File: config.mk
export PLATFORM = sky130hd
export DESIGN_NAME = menu_cmd_controller
export DESIGN_NICKNAME = d
export VERILOG_FILES = /design/src/rtl/menu_pkg.sv /design/src/rtl/bit_sync.sv /design/src/rtl/menu_cmd_controller.sv
export SDC_FILE = /design/constraint.sdc
export NUM_CORES = 1
export LEC_CHECK = 0
export CORE_ASPECT_RATIO = 1.5
export CORE_MARGIN = 1.5
export CORE_UTILIZATION = 52
export DETAILED_ROUTE_END_ITERATION = 8
export GPL_TIMING_DRIVEN = 0
export PLACE_DENSITY = 0.85
export SYNTH_ARGS = -nofsm -noshare
export SYNTH_HDL_FRONTEND = slang
export SYNTH_SLANG_ARGS = --single-unit
File: constraint.sdc
create_clock -name clk_1MHz -period 2.4 [get_ports clk_1MHz]
set_input_delay 0.24 -clock clk_1MHz [delete_from_list [all_inputs] [get_ports clk_1MHz]]
set_output_delay 0.24 -clock clk_1MHz [all_outputs]
set_load 0.02 [all_outputs]
File: src/rtl/menu_pkg.sv
// Shared constants, FSM encoding and helpers for the LCD menu command controller.
package menu_pkg;

    localparam logic [7:0] CH_L = 8'h4C;
    localparam logic [7:0] CH_R = 8'h52;
    localparam logic [7:0] CH_U = 8'h55;
    localparam logic [7:0] CH_D = 8'h44;
    localparam logic [7:0] CH_H = 8'h48;
    localparam logic [7:0] CH_0 = 8'h30;
    localparam logic [7:0] CH_9 = 8'h39;
    localparam logic [7:0] CR   = 8'h0D;
    localparam logic [7:0] LF   = 8'h0A;

    // UART receive handshake states; IDLE must stay the all-zero encoding
    typedef enum logic [1:0] {
        IDLE    = 2'd0,
        CAPTURE = 2'd1,
        ACK     = 2'd2
    } uart_state_t;

    // Navigation actions shared by the button path and the byte decoder
    typedef enum logic [2:0] {
        CMD_NONE  = 3'd0,
        CMD_LEFT  = 3'd1,
        CMD_RIGHT = 3'd2,
        CMD_UP    = 3'd3,
        CMD_DOWN  = 3'd4,
        CMD_HOME  = 3'd5,
        CMD_PAGE  = 3'd6,
        CMD_BAD   = 3'd7
    } cmd_t;

    // Index width for a range of n values, never narrower than one bit
    function automatic int width_of(input int n);
        return (n <= 2) ? 1 : $clog2(n);
    endfunction

    // Fold lowercase ASCII letters onto uppercase so both spellings decode alike
    function automatic logic [7:0] to_upper(input logic [7:0] c);
        return (c >= 8'h61 && c <= 8'h7A) ? (c - 8'h20) : c;
    endfunction

endpackage

File: src/rtl/bit_sync.sv
// Multi-flop synchroniser for a single level signal crossing into clk.
module bit_sync #(
    parameter int STAGES = 2
) (
    input  logic clk,
    input  logic rst_n,
    input  logic d,
    output logic q
);

    logic [STAGES-1:0] chain;

    // Shift the input through the flop chain; the last stage is the safe copy
    always_ff @(posedge clk or negedge rst_n) begin
        if (!rst_n) begin
            chain <= '0;
        end else begin
            chain <= {chain[STAGES-2:0], d};
        end
    end

    assign q = chain[STAGES-1];

endmodule

File: src/rtl/menu_cmd_controller.sv
// Menu page/item controller merging debounced buttons and UART command bytes.
// UART commands own the update slot in their CAPTURE cycle; button events wait
// as pending bits and are served one per free cycle.
module menu_cmd_controller
    import menu_pkg::*;
#(
    parameter int N_PAGE      = 4,
    parameter int N_ITEM      = 4,
    parameter int WRAP        = 1,
    parameter int SYNC_STAGES = 2,
    parameter int ACK_TIMEOUT = 1000,
    parameter int LED_HOLD    = 100000
) (
    input  logic                          clk_1MHz,
    input  logic                          rst_n,
    input  logic                          btn_l,
    input  logic                          btn_r,
    input  logic                          btn_u,
    input  logic                          btn_d,
    input  logic                          uart_rvalid,
    input  logic [7:0]                    uart_rdata,
    output logic                          uart_ren,
    output logic [width_of(N_PAGE)-1:0]   page,
    output logic [width_of(N_ITEM)-1:0]   item,
    output logic                          cmd_err,
    output logic                          uart_act_led,
    output logic                          last_src
);

    localparam int PW = width_of(N_PAGE);
    localparam int IW = width_of(N_ITEM);
    localparam int TW = $clog2(ACK_TIMEOUT + 1);
    localparam int LW = $clog2(LED_HOLD + 1);

    logic          rv_s;
    uart_state_t   state;
    uart_state_t   state_nxt;
    logic [TW-1:0] ack_cnt;
    logic          ack_timeout;
    logic          rearm;
    logic          uart_slot;

    logic [7:0]    up_byte;
    logic [3:0]    digit_val;
    cmd_t          uart_cmd;

    logic [3:0]    btn_now;
    logic [3:0]    btn_prev;
    logic [3:0]    btn_rise;
    logic [3:0]    pending;
    logic [3:0]    serve;
    cmd_t          btn_cmd;

    cmd_t          act;
    logic          act_uart;
    logic [PW-1:0] page_nxt;
    logic [IW-1:0] item_nxt;
    logic          src_nxt;
    logic          err_nxt;
    logic [LW-1:0] led_cnt;

    // Step an index up or down, wrapping or saturating at the range ends
    function automatic int step_idx(input int v, input int n, input logic inc);
        if (inc) begin
            if (v == n - 1) return (WRAP != 0) ? 0 : v;
            return v + 1;
        end
        if (v == 0) return (WRAP != 0) ? n - 1 : 0;
        return v - 1;
    endfunction

    bit_sync #(
        .STAGES (SYNC_STAGES)
    ) u_rvalid_sync (
        .clk   (clk_1MHz),
        .rst_n (rst_n),
        .d     (uart_rvalid),
        .q     (rv_s)
    );

    assign uart_slot   = (state == CAPTURE);
    assign ack_timeout = (state == ACK) && rv_s && (ack_cnt == TW'(ACK_TIMEOUT - 1));

    // UART handshake state register
    always_ff @(posedge clk_1MHz or negedge rst_n) begin
        if (!rst_n) begin
            state <= IDLE;
        end else begin
            state <= state_nxt;
        end
    end

    // Handshake transitions; ren is held for the whole ACK state
    always_comb begin
        state_nxt = state;
        uart_ren  = 1'b0;
        case (state)
            IDLE: begin
                if (rv_s && !rearm) state_nxt = CAPTURE;
            end
            CAPTURE: begin
                state_nxt = ACK;
            end
            ACK: begin
                uart_ren = 1'b1;
                if (!rv_s || ack_timeout) state_nxt = IDLE;
            end
            default: begin
                state_nxt = IDLE;
            end
        endcase
    end

    // Count ACK cycles spent waiting for rvalid to fall
    always_ff @(posedge clk_1MHz or negedge rst_n) begin
        if (!rst_n) begin
            ack_cnt <= '0;
        end else if (state == ACK && rv_s) begin
            ack_cnt <= ack_cnt + TW'(1);
        end else begin
            ack_cnt <= '0;
        end
    end

    // After a timeout, a still-high rvalid is the same byte; wait for it to drop
    always_ff @(posedge clk_1MHz or negedge rst_n) begin
        if (!rst_n) begin
            rearm <= 1'b0;
        end else if (ack_timeout) begin
            rearm <= 1'b1;
        end else if (!rv_s) begin
            rearm <= 1'b0;
        end
    end

    assign up_byte = to_upper(uart_rdata);

    // Decode the received byte; rdata is stable while the synchronised rvalid is high
    always_comb begin
        uart_cmd  = CMD_BAD;
        digit_val = '0;
        if (up_byte == CH_L) begin
            uart_cmd = CMD_LEFT;
        end else if (up_byte == CH_R) begin
            uart_cmd = CMD_RIGHT;
        end else if (up_byte == CH_U) begin
            uart_cmd = CMD_UP;
        end else if (up_byte == CH_D) begin
            uart_cmd = CMD_DOWN;
        end else if (up_byte == CH_H) begin
            uart_cmd = CMD_HOME;
        end else if (uart_rdata >= CH_0 && uart_rdata <= CH_9) begin
            digit_val = 4'(uart_rdata - CH_0);
            uart_cmd  = (int'(digit_val) < N_PAGE) ? CMD_PAGE : CMD_BAD;
        end else if (uart_rdata == CR || uart_rdata == LF) begin
            uart_cmd = CMD_NONE;
        end
    end

    assign btn_now  = {btn_d, btn_u, btn_r, btn_l};
    assign btn_rise = btn_now & ~btn_prev;

    // Pick the highest-priority pending button, only when UART is not applying
    always_comb begin
        serve   = '0;
        btn_cmd = CMD_NONE;
        if (!uart_slot) begin
            if (pending[0]) begin
                serve   = 4'b0001;
                btn_cmd = CMD_LEFT;
            end else if (pending[1]) begin
                serve   = 4'b0010;
                btn_cmd = CMD_RIGHT;
            end else if (pending[2]) begin
                serve   = 4'b0100;
                btn_cmd = CMD_UP;
            end else if (pending[3]) begin
                serve   = 4'b1000;
                btn_cmd = CMD_DOWN;
            end
        end
    end

    // Remember button levels and latch one pending event per rising edge
    always_ff @(posedge clk_1MHz or negedge rst_n) begin
        if (!rst_n) begin
            btn_prev <= '0;
            pending  <= '0;
        end else begin
            btn_prev <= btn_now;
            pending  <= (pending & ~serve) | btn_rise;
        end
    end

    // Resolve the single action for this cycle and compute the next page/item
    always_comb begin
        act      = uart_slot ? uart_cmd : btn_cmd;
        act_uart = uart_slot;
        page_nxt = page;
        item_nxt = item;
        src_nxt  = last_src;
        err_nxt  = ack_timeout;
        case (act)
            CMD_LEFT:  page_nxt = PW'(step_idx(int'(page), N_PAGE, 1'b0));
            CMD_RIGHT: page_nxt = PW'(step_idx(int'(page), N_PAGE, 1'b1));
            CMD_UP:    item_nxt = IW'(step_idx(int'(item), N_ITEM, 1'b0));
            CMD_DOWN:  item_nxt = IW'(step_idx(int'(item), N_ITEM, 1'b1));
            CMD_HOME: begin
                page_nxt = '0;
                item_nxt = '0;
            end
            CMD_PAGE:  page_nxt = PW'(digit_val);
            CMD_BAD:   err_nxt  = 1'b1;
            default: begin
            end
        endcase
        if (act != CMD_NONE && act != CMD_BAD) src_nxt = act_uart;
        if (page_nxt != page) item_nxt = '0;
    end

    // Register the menu state and the one-cycle error pulse
    always_ff @(posedge clk_1MHz or negedge rst_n) begin
        if (!rst_n) begin
            page     <= '0;
            item     <= '0;
            last_src <= 1'b0;
            cmd_err  <= 1'b0;
        end else begin
            page     <= page_nxt;
            item     <= item_nxt;
            last_src <= src_nxt;
            cmd_err  <= err_nxt;
        end
    end

    // Retriggerable activity stretcher, reloaded on every captured byte
    always_ff @(posedge clk_1MHz or negedge rst_n) begin
        if (!rst_n) begin
            led_cnt <= '0;
        end else if (uart_slot) begin
            led_cnt <= LW'(LED_HOLD);
        end else if (led_cnt != '0) begin
            led_cnt <= led_cnt - LW'(1);
        end
    end

    assign uart_act_led = (led_cnt != '0);

endmodule

==> results of run 1 <==
[per-layer routing]
layer / vias to the layer above / global-route usage / routed length [um]
met5: - / 0 / 0
met4: 0 / 0.105 / 152
met3: 21 / 0.0409 / 250
met2: 77 / 0.400 / 3370
met1: 1078 / 0.238 / 2320
li1: 1044 / - / -
[power by group]
group / total (mW) / switching (mW) / internal (mW)
sequential: 1.07 / 0.145 / 0.924
combinational: 1.61 / 0.866 / 0.741
clock: 0.479 / 0.247 / 0.232
total: 3.16 / 1.26 / 1.90
[cell type report]
cell class | count | area share
buffer | 4 | 0.00601
clock buffer | 7 | 0.0259
clock inverter | 1 | 0.00150
inverter | 20 | 0.0278
multi-input combinational | 196 | 0.437
sequential | 46 | 0.346
tap | 64 | 0.0241
timing repair buffer | 48 | 0.132
[path summary, 6_finish.rpt]
path	to	slack [ns]	cells after the start
max	item[1]	-0.09	15
min	u_rvalid_sync.chain[1]	0.36	0
max reg2reg	item[1]	-0.07	12
min reg2reg	u_rvalid_sync.chain[1]	0.36	0
max in group asynchronous	pending[0]	1.48	3
min in group asynchronous	led_cnt[7]	0.42	2
[synthesized netlist by cell type, types with 2 or more instances]
cell	count	share of area
nand3_1	8	0.016
or4_4	2	0.0089
nand2_1	26	0.039
nor3b_1	3	0.0089
clkbuf_1	3	0.0045
o221ai_1	3	0.010
nor4_1	2	0.0050
o21ai_0	13	0.026
dfrtp_1	46	0.46
o21a_1	2	0.0059
nor4b_1	2	0.0069
or3_1	11	0.027
xor2_1	7	0.024
nor2_1	27	0.040
nor2b_1	3	0.0074
nand4_1	2	0.0050
inv_1	20	0.030
mux2_2	3	0.013
a21oi_2	2	0.0069
and3_1	2	0.0050
nand2b_1	4	0.0099
ha_1	9	0.045
mux2i_1	3	0.012
o21ai_1	4	0.0079
a21oi_1	9	0.018
o22a_1	2	0.0069
nor3_1	9	0.018
nand3b_1	4	0.012
nand4b_1	2	0.0069
a21o_1	2	0.0059
xnor2_1	9	0.031
o22ai_1	2	0.0050
[through the flow]
stage,hold slack [ns],setup TNS [ns]
6_report,0.359,-0.127
5_1_grt,0.381,-0.526
4_1_cts,0.363,-0.0155
3_5_place_dp,0.224,-4.51
3_3_place_gp,0.332,-7.95
2_1_floorplan,-0.0556,-0.140
[worst register-to-register path, cell delays in order, from the launching register on]
cell      delay [ns]
dfrtp_1         0.43
nor2b_1         0.12
buf_4           0.16
o41a_1          0.22
a21boi_4        0.27
nor2_4          0.07
ha_4            0.18
inv_4           0.06
nand2_2         0.05
mux2_4          0.27
o221ai_2        0.21
o221ai_2        0.16
a31oi_1         0.19
[logic make-up after synthesis]
family                     Yosys count
DFF                                 46
muxes                                6
adders and majority gates            9
AOI/OAI and AO/OA                   50
xor gates and xnor gates            16
and+or+nand+nor                    115
buffers and inverters               24
[timing repair]
item                                    4_1_cts  5_1_grt
pin swaps                                    12       14
resized for setup                            24       36
endpoints found under the setup margin        9       17
hold buffers                                  1        0
endpoints found under the hold margin        20        0
gates cloned                                  0        0
setup buffers                                 7       17
[flip-flops by register name (all words and copies together) (netlist names)]
name	count
item	2
cmd_err	1
u_rvalid_sync.chain	2
btn_prev	4
rearm	1
page	2
pending	4
led_cnt	17
last_src	1
state	2
ack_cnt	10
==> flow_summary.json, run 1 <==
{
  "status": "finished, violations left",
  "failed_checks": "negative setup slack",
  "crit_path_max_incr_delay_ns": 0.41,
  "drive_above_1_share": 0.261,
  "postSynthCellCount": 266,
  "power_mw": 3.16,
  "worstSetupStartpoint": "uart_rdata[5]",
  "grt_pass1_wl_um": 8890,
  "drc": 0,
  "ctsLongestPathBuffers": 2,
  "rsz0062_at_grt": "yes",
  "post-route-cell-area_mm2": 0.00333,
  "pre_cts_slack_ns": -1.08,
  "most-common-layout-cells": "dfrtp_1, buf_4, nor2_1, nand2_1, inv_1",
  "dieArea_mm2": 0.00529,
  "tritoncts": "built",
  "yosysWarnings": 0,
  "antenna_found_initial": 0,
  "syn_avg_cell_area_um2": 9.49,
  "rows": 30,
  "yosysSeqAreaShare": 0.456,
  "dp_hpwl_um": 3650,
  "ys_types": 52,
  "finalNonFillerCells": 386,
  "leakagePower_nw": 1.42,
  "ys.flop_type": "dfrtp_1",
  "syn2layout_area_growth_pct": 31.9,
  "register_area_mm2": 0.00115,
  "start_util": 0.551,
  "gp_congestion": 0.860,
  "multi_input_area_mm2": 0.00146,
  "worstHoldStart": "u_rvalid_sync.chain[0]",
  "cp.required_ns": 2.62,
  "drtPass1Iterations": 4,
  "report.final.slew_viol_count": 0,
  "fin_ws_ns": -0.0880,
  "hp-class": "flop to flop",
  "ys_ff_latch": 46,
  "grt_pass1_vias": 2138,
  "crit_buf_inv": 3,
  "crit_family": "compound AO/OA/AOI/OAI gates",
  "synth-edff-count": 0,
  "final_util": 0.727,
  "async_reset_ff_frac": 1.00,
  "syn_nets": 290,
  "crit_chain": "buf_8 -> inv_4 -> ha_4 -> o21ai_4 -> nand3_2 -> o32a_1 -> a21boi_4 -> nor2_4 -> ha_4 -> inv_4 -> nand2_2 -> mux2_4 -> o221ai_2 -> o221ai_2 -> a31oi_1",
  "grt_overflow_total": 0,
  "critPathKind": "input pin to flop",
  "portBuffers": 22,
  "startpoint_type": "input pin",
  "endpoint_kind": "flop",
  "synthSimpleGateAreaFrac": 0.246,
  "path_clk_slew_ns": 0.09,
  "worstPathArrival_ns": 2.71,
  "clockRootBuffer": "clkbuf_8",
  "syn_area_mm2": 0.00252,
  "via_per_inst": 5.75,
  "drtIter0Drc": 169,
  "muxShareOfSynthArea": 0.0253,
  "synth_top_family_by_area": "simple AND/OR/NAND/NOR gates",
  "clkLatencyLatePin_ns": 0.30,
  "finalCriticalPeriod_ns": 2.49,
  "slew-limit-headroom": 0.669,
  "crit_slowest_cell": "o32a_1",
  "tightest_slew_ns": 0.497,
  "period_share": 1.04,
  "synth-compound-area-share": 0.136,
  "finalHoldViolCount": 0,
  "die_h_um": 88.3,
  "grt_max_degree": 27,
  "nFillCells": 323,
  "finClkSkew_ns": 0.0128,
  "wl_per_cell_um": 15.8,
  "totalWireLength_um": 6090,
  "track_usage": 0.220,
  "numCtsBuffers": 5,
  "synthAdderAreaFrac": 0.0446,
  "fmax_mhz": 402,
  "p_per_area_mw_per_mm2": 948,
  "maxCapViolCount": 0,
  "diodes": 0,
  "vias": 2220,
  "worst_ir_drop_vdd_v": 0.000633,
  "ios": 23,
  "htreeDepth": 2,
  "antenna_left": 0,
  "synth_xor_area_frac": 0.0555,
  "dp.cells": 353,
  "placed_cell_area_mm2": 0.00289,
  "final_common_cell": "dfrtp_1",
  "coreArea_mm2": 0.00458,
  "die_width_um": 59.9,
  "clock_sinks": 46,
  "final_nets": 345,
  "rr_startpoint": "state[1]",
  "setup_viol": 2,
  "cp_max_fo": 4
}
Power figures use the tool's default switching activity.
==> inputs of run 2 (changes only) <==
--- a/config.mk
+++ b/config.mk
@@ -11,6 +11,8 @@
 export DETAILED_ROUTE_END_ITERATION = 8
 export GPL_TIMING_DRIVEN = 0
 export PLACE_DENSITY = 0.85
+export SETUP_SLACK_MARGIN = 0.5
 export SYNTH_ARGS = -nofsm -noshare
 export SYNTH_HDL_FRONTEND = slang
 export SYNTH_SLANG_ARGS = --single-unit
+export TNS_END_PERCENT = 50
==> flow_summary.json, run 2 (synthesized netlist as in run 1, its figures left out) <==
{
  "startpoint_type": "flop",
  "rsz0062_at_grt": "yes",
  "rr_startpoint": "led_cnt[8]",
  "worstHoldStart": "u_rvalid_sync.chain[0]",
  "most-common-layout-cells": "dfrtp_1, buf_4, nand2_1, nor2_1, inv_1",
  "antenna_found_initial": 0,
  "ios": 23,
  "final_common_cell": "dfrtp_1",
  "track_usage": 0.243,
  "rr_worst_depth": 8,
  "clock_sinks": 46,
  "worst_ir_drop_vdd_v": 0.000728,
  "gp_congestion": 0.840,
  "p_clk_frac": 0.165,
  "syn2layout_area_growth_pct": 38.6,
  "drive_above_1_share": 0.306,
  "totalWireLength_um": 6320,
  "coreArea_mm2": 0.00458,
  "drtIter0Drc": 116,
  "largest_reg_flops": 17,
  "crit_cells": 8,
  "crit_path_max_incr_delay_ns": 0.54,
  "setup_tns_ns": 0,
  "reg_top3": "led_cnt: 17 flops, ack_cnt: 10 flops",
  "maxCapViolCount": 0,
  "critPathKind": "flop to flop",
  "status": "finished clean",
  "worstPathArrival_ns": 2.50,
  "wl_per_cell_um": 16.0,
  "p_switching_mw": 1.36,
  "cp.required_ns": 2.58,
  "finClkSkew_ns": 0.00995,
  "htreeDepth": 2,
  "ctsLongestPathBuffers": 2,
  "setup_viol": 0,
  "path_clk_slew_ns": 0.09,
  "regMostFlops": "led_cnt",
  "drc": 0,
  "nFillCells": 286,
  "endpoint_kind": "flop",
  "grt_pass1_wl_um": 9670,
  "tightest_slew_ns": 0.508,
  "multi_input_area_mm2": 0.00153,
  "seqPwrFrac": 0.304,
  "final_nets": 353,
  "finalCriticalPeriod_ns": 2.32,
  "slew-limit-headroom": 0.662,
  "antenna_left": 0,
  "cellInternalPower_mw": 2.17,
  "diodes": 0,
  "worstSetupStartpoint": "led_cnt[8]",
  "finalHoldViolCount": 0,
  "crit_buf_inv": 0,
  "final_util": 0.764,
  "grt_pass1_vias": 2271,
  "die_h_um": 88.3,
  "cp_max_fo": 7,
  "crit_slowest_cell": "or4_4",
  "start_util": 0.551,
  "clkLatencyLatePin_ns": 0.31,
  "combPwrFrac": 0.532,
  "report.final.slew_viol_count": 0,
  "hp-class": "flop to flop",
  "leakagePower_nw": 1.49,
  "dieArea_mm2": 0.00529,
  "portBuffers": 22,
  "clockRootBuffer": "clkbuf_8",
  "fmax_mhz": 431,
  "numCtsBuffers": 5,
  "grt_overflow_total": 0,
  "register_area_mm2": 0.00115,
  "drtPass1Iterations": 4,
  "dp_hpwl_um": 3550,
  "crit_chain": "or4_4 -> or4_4 -> nor4_4 -> nor4_4 -> nand2_2 -> or2_4 -> or3_1 -> nand3_1",
  "power_switching_share": 0.386,
  "min_path_cells": 0,
  "grt_max_degree": 29,
  "p_per_area_mw_per_mm2": 1010,
  "rows": 30,
  "vias": 2268,
  "power_mw": 3.53,
  "period_share": 0.967,
  "tritoncts": "built",
  "die_width_um": 59.9,
  "via_per_inst": 5.76,
  "crit_family": "simple AND/OR/NAND/NOR gates"
}
## run 2: changes by cell type in the layout (fill, tap and decap cells not counted), sizes merged
| cell | previous run | this run |
|---|---|---|
| clkinv | 1 | 0 |
| bufinv | 0 | 1 |
| buf | 29 | 38 |
| dlymetal6s2s | 3 | 0 |
| clkinvlp | 0 | 2 |
| clkbuf | 11 | 8 |
| dlygate4sd2 | 3 | 6 |
## run 2: through the flow
| step | worst slack, ns | cell area (um^2) | cells | hold WS [ns] |
|---|---|---|---|---|
| floorplan | -0.0685 | 2590 | 266 | -0.0556 |
| global placement | -0.925 | 2890 | 352 | 0.334 |
| detailed placement | -0.959 | 2910 | 353 | 0.208 |
| CTS | -0.0132 | 3370 | 384 | 0.354 |
| global route | -0.0721 | 3500 | 394 | 0.363 |
| finish | 0.0803 | 3500 | 394 | 0.351 |
## run 2: worst register-to-register path: stages (launching register included)
cell     delay (ns)
dfrtp_1        0.39
or4_4          0.55
or4_4          0.44
nor4_4         0.29
nor4_4         0.08
nand2_2        0.10
or2_4          0.16
or3_1          0.11
nand3_1        0.06
## run 2: path summary, 6_finish.rpt
kind / slack, ns / end
min: 0.35 / u_rvalid_sync.chain[1]
max: 0.08 / led_cnt[15]
max in group asynchronous: 1.50 / ack_cnt[9]
max reg2reg: 0.08 / led_cnt[15]
min in group asynchronous: 0.41 / led_cnt[2]
min reg2reg: 0.35 / u_rvalid_sync.chain[1]
## run 2: layout make-up
type	instances	share of cell area
clock buffers	5	0.0197
repair buffers	56	0.144
inverters	20	0.0258
multi-input cells	196	0.438
flip-flops and latches	46	0.329
plain buffers	4	0.00823
clock inverters	3	0.0129
well taps	64	0.0229
## run 2: what timing repair did
item                                   4_1_cts  5_1_grt
resized for setup                           63       13
pin swaps                                   23       16
setup buffers                               22       10
hold buffers                                 1        0
setup endpoints to repair                   23       23
endpoints found under the hold margin       18        0
## run 2: per-layer routing
metal / global-route usage / wire, um / vias to the layer above
met4: 0.135 / 238 / 0
met2: 0.458 / 3500 / 61
met3: 0.0365 / 206 / 23
li1: - / - / 1064
met5: 0 / 0 / -
met1: 0.245 / 2370 / 1120
## run 2: power groups by stage
stage	Sequential, mW	Clock, mW	Combinational (mW)
2_1_floorplan	1.09	0	0.915
3_3_place_gp	1.07	0	1.24
3_5_place_dp	1.07	0	1.28
4_1_cts	1.07	0.589	1.68
5_1_grt	1.09	0.624	2.04
6_report	1.07	0.582	1.88
==> RTL change 1 (settings of run 1) <==
`WRAP`: 1 -> 0.
--- a/src/rtl/menu_cmd_controller.sv
+++ b/src/rtl/menu_cmd_controller.sv
@@ -8,3 +8,3 @@
     parameter int N_ITEM      = 4,
-    parameter int WRAP        = 1,
+    parameter int WRAP        = 0,
     parameter int SYNC_STAGES = 2,
Formal check against the unedited RTL: not equivalent (a bounded check fails within 4 cycles, from zero or initial values and one cycle with rst_n low).
==> RTL change 1 against run 1 <==
Routed wire length is 1.0% higher. Design area rose by 2.1%. Sequential cell count did not move. Hold slack got worse by 0.0061 ns. Fmax grew 1.2%. Setup slack improved by 0.030 ns. The run still ends with negative setup slack left. Total power fell by 3.8%. Non-clock buffer count decreased by 6. Critical endpoint unchanged. Synthesized area rose by 4.9%. Utilization decreased by 2.6 points.
==> RTL change 1: results (changes against run 1) <==
Avg Inst Size Synth=9.38 um^2 (-1.1%); Fillers=362 (+12%); count of final setup violators=1 (-1); post_cts resized=45 (+88%); Place WS=-0.843 ns (+0.236 ns); clk_skew=0.00767 ns (-0.00513 ns); failing checks=negative setup slack; Worst Reg-to-Reg Cells=10 (-2); critical path peak fanout=8 (+4); Post-Layout Cell Count=396 (+2.6%); synth unique cells=60 (+15%); top post-synthesis cells by count=dfrtp_1, nor2_1, nand2_1, o21ai_0; DR WL met2=3330 um (-1.2%); fin worst setup slack=-0.0575 ns (+0.0304 ns); met1 WL=2460 um (+6.3%); routing usage on met1=26.9% (+3.1 points); Inst Count DP=371 (+5.1%); slowest stage cell, crit path=dfrtp_1; routed via count=2307 (+3.9%); largest net degree at the start of global routing=30 (+11%); GRT met3 Usage=5.16% (+1.1 points); HPWL Detailed=4140 um (+14%); Adder-Cell Fraction of Synth Area=3.31% (-1.2 points); CP top delay family=buffers and inverters; share of layout cells above drive strength 1=23.9% (-2.1 points); Final #Nets=351 (+1.7%); WHS=0.352 ns (-0.00605 ns); LEAKAGE=1.45 nW (+1.7%); postcts setup bufs=10 (+3); GPL Wtd Cong=0.837 (-2.6%); post-synthesis mux area share=0.567% (-2.0 points); Post-DP Area=0.00297 mm^2 (+2.8%); Final Util=70.1% (-2.6 points); run status=finished, violations left; Seq/Total Area, Yosys=43.5% (-2.1 points); Setup Total Neg Slack=-0.0575 ns (+0.0696 ns); syn_nets=304 (+4.8%)
==> RTL change 1: power breakdown <==
part,internal [W],switching (W),leakage (nW)
Combinational,0.000670,0.000858,0.827
Clock,0.000206,0.000260,0.0452
Sequential,0.000914,0.000127,0.576
==> RTL change 1: final cells by class <==
type	instances	area share [%]
multi-input cells	213	47.8
flip-flops and latches	46	33.9
repair buffers	41	10.3
well taps	66	2.43
clock buffers	6	2.13
inverters	17	1.88
plain buffers	5	1.10
clock inverters	2	0.405
==> RTL change 1: worst max path at each step <==
| stage | endpoint | start | depth (start not counted) |
|---|---|---|---|
| 2_1_floorplan | item[1] | state[0] | 11 |
| 3_3_place_gp | item[1] | uart_rdata[5] | 13 |
| 3_5_place_dp | item[1] | uart_rdata[5] | 13 |
| 4_1_cts | item[1] | uart_rdata[7] | 11 |
| 5_1_grt | item[1] | state[1] | 9 |
| 6_report | item[1] | state[1] | 10 |
==> RTL change 2 (settings of run 1) <==
Made on the original files. Register the output `uart_act_led`, with the module's reset; this adds one clock of latency there. The other outputs are not delayed to match.
--- a/src/rtl/menu_cmd_controller.sv
+++ b/src/rtl/menu_cmd_controller.sv
@@ -246,3 +246,9 @@
 
-    assign uart_act_led = (led_cnt != '0);
+    always_ff @(posedge clk_1MHz or negedge rst_n) begin
+        if (!rst_n) begin
+            uart_act_led <= '0;
+        end else begin
+            uart_act_led <= (led_cnt != '0);
+        end
+    end
 
Formal check against the unedited RTL: not equivalent (a bounded check fails within 10 cycles, from zero or initial values and one cycle with rst_n low).
==> RTL change 2 against run 1 <==
Cell count shrank 2.1%. Synthesized area down 1.1%. Fmax increased by 4.9%. Sequential cell count up 1. Utilization shrank 3.4 points. Total power down 1.8%. Routed wire length decreased by 13%. Setup slack better by 0.12 ns. Synthesized cell count increased by 1.1%. Design area is 4.7% lower.
==> RTL change 2: results (changes against run 1) <==
IO buf count=22 (unchanged); Arr. time, crit path=2.54 ns (-0.17 ns); Post-DP Area=0.00284 mm^2 (-2.0%); Place WS=-0.977 ns (+0.102 ns); routed via count=2095 (-5.6%); largest net degree at the start of global routing=36 (+33%); HPWL Detailed=3560 um (-2.5%); clock slew at reported path FFs=~0.08 ns; FFs w/ async S/R, synth=100% (unchanged); worst vdd ir=0.527 mV (-17%); # diodes=0 (unchanged); CTS H-tree lvls=2 (unchanged); LEAKAGE=1.37 nW (-3.9%); CTS Buffer Depth=2 (unchanged); CTS Buf Count=5 (unchanged); GPL Wtd Cong=0.829 (-3.6%); slowest stage cell, crit path=or4_4; clk_skew=0.0106 ns (-0.00218 ns); Largest regs=led_cnt (17), ack_cnt (10); Tot GR Track Use=21.2% (-0.84 points); top_reg_cell synth=dfrtp_1; syn_nets=293 (+1.0%); top post-synthesis cells by count=dfrtp_1, nor2_1, nand2_1, inv_1, o21ai_0; CP top delay family=simple AND/OR/NAND/NOR gates; Hold WC Path Type=register to register; share of layout cells above drive strength 1=18.5% (-7.6 points); vias in the first global route=2023 (-5.4%); initial antenna violation count=0 (unchanged); top post-synthesis cells by area=dfrtp_1, nor2_1, ha_1; global-route wire length before repair=8600 um (-3.2%); WL final=5320 um (-13%); drt pass-1 iters=4 (unchanged); worst-skew pair later-pin latency=0.30 ns (about the same); Final #Nets=337 (-2.3%); Synthesis Warnings=0 (unchanged); synth unique cells=48 (-7.7%); Seq/Total Area, Yosys=47.1% (+1.5 points); Iteration-0 DRC Markers=119 (-30%); Crit path largest cell delay=0.41 ns (about the same); Worst slew margin=69.9% (+3.0 points); run status=finished clean; Root Buffer=clkbuf_8; Setup Total Neg Slack=0 ns (+0.127 ns); critical path peak fanout=5 (+1)
==> RTL change 2: cell type report <==
type                       count  area, um^2
buffer                         5        27.5
clock buffer                   6        72.6
clock inverter                 2        12.5
multi-input combinational    198        1390
inverter                      18        67.6
fill                         346        1410
sequential                    47        1180
timing repair buffer          38         347
tap                           64        80.1
==> RTL change 2: timing repair <==
item                                    in CTS  in global routing
endpoints found under the setup margin       7                  8
hold buffers                                 1                  0
gates resized for setup                     19                 21
endpoints found under the hold margin       12                  0
buffers inserted                             6                  8
pin swaps                                    7                  6
==> RTL change 2: power by group <==
| group | leakage (nW) | switching (W) | internal [W] | total (W) |
|---|---|---|---|---|
| sequential | 0.583 | 0.000145 | 0.000944 | 0.00109 |
| clock | 0.0412 | 0.000262 | 0.000204 | 0.000466 |
| combinational | 0.745 | 0.000820 | 0.000723 | 0.00154 |
==> RTL change 2: worst paths after layout <==
| check | start | to | slack [ns] | cells after the start |
|---|---|---|---|---|
| max in group asynchronous | rst_n | u_rvalid_sync.chain[0] | 1.54 | 3 |
| setup / recovery | led_cnt[0] | led_cnt[13] | 0.03 | 11 |
| setup reg to reg | led_cnt[0] | led_cnt[13] | 0.03 | 11 |
| hold reg to reg | u_rvalid_sync.chain[0] | u_rvalid_sync.chain[1] | 0.35 | 0 |
| hold / removal | u_rvalid_sync.chain[0] | u_rvalid_sync.chain[1] | 0.35 | 0 |
| min in group asynchronous | rst_n | btn_prev[2] | 0.38 | 2 |
==> RTL change 2: logic make-up after synthesis <==
kind of cell	Yosys count	share of synthesized area (%)
buffers and inverters	24	3.76
adders and majority gates	9	4.51
xor gates and xnor gates	19	6.67
muxes	1	0.451
and+or+nand+nor	120	25.1
DFF	47	47.1
AOI/OAI and AO/OA	49	12.4
==> RTL change 2: stage by stage <==
stage / power [W] / std cells
final: 0.00310 / 378
after global routing: 0.00331 / 378
after CTS: 0.00296 / 370
after detailed placement: 0.00236 / 356
after global placement: 0.00231 / 355
after floorplan: 0.00201 / 269
==> RTL change 2: metal layers <==
metal | up-vias | wire, um | track usage [%]
li1 | 1027 | - | -
met1 | 1013 | 2180 | 22.7
met2 | 48 | 2920 | 40.2
met3 | 7 | 146 | 3.84
met4 | 0 | 76 | 7.47
met5 | - | 0 | 0
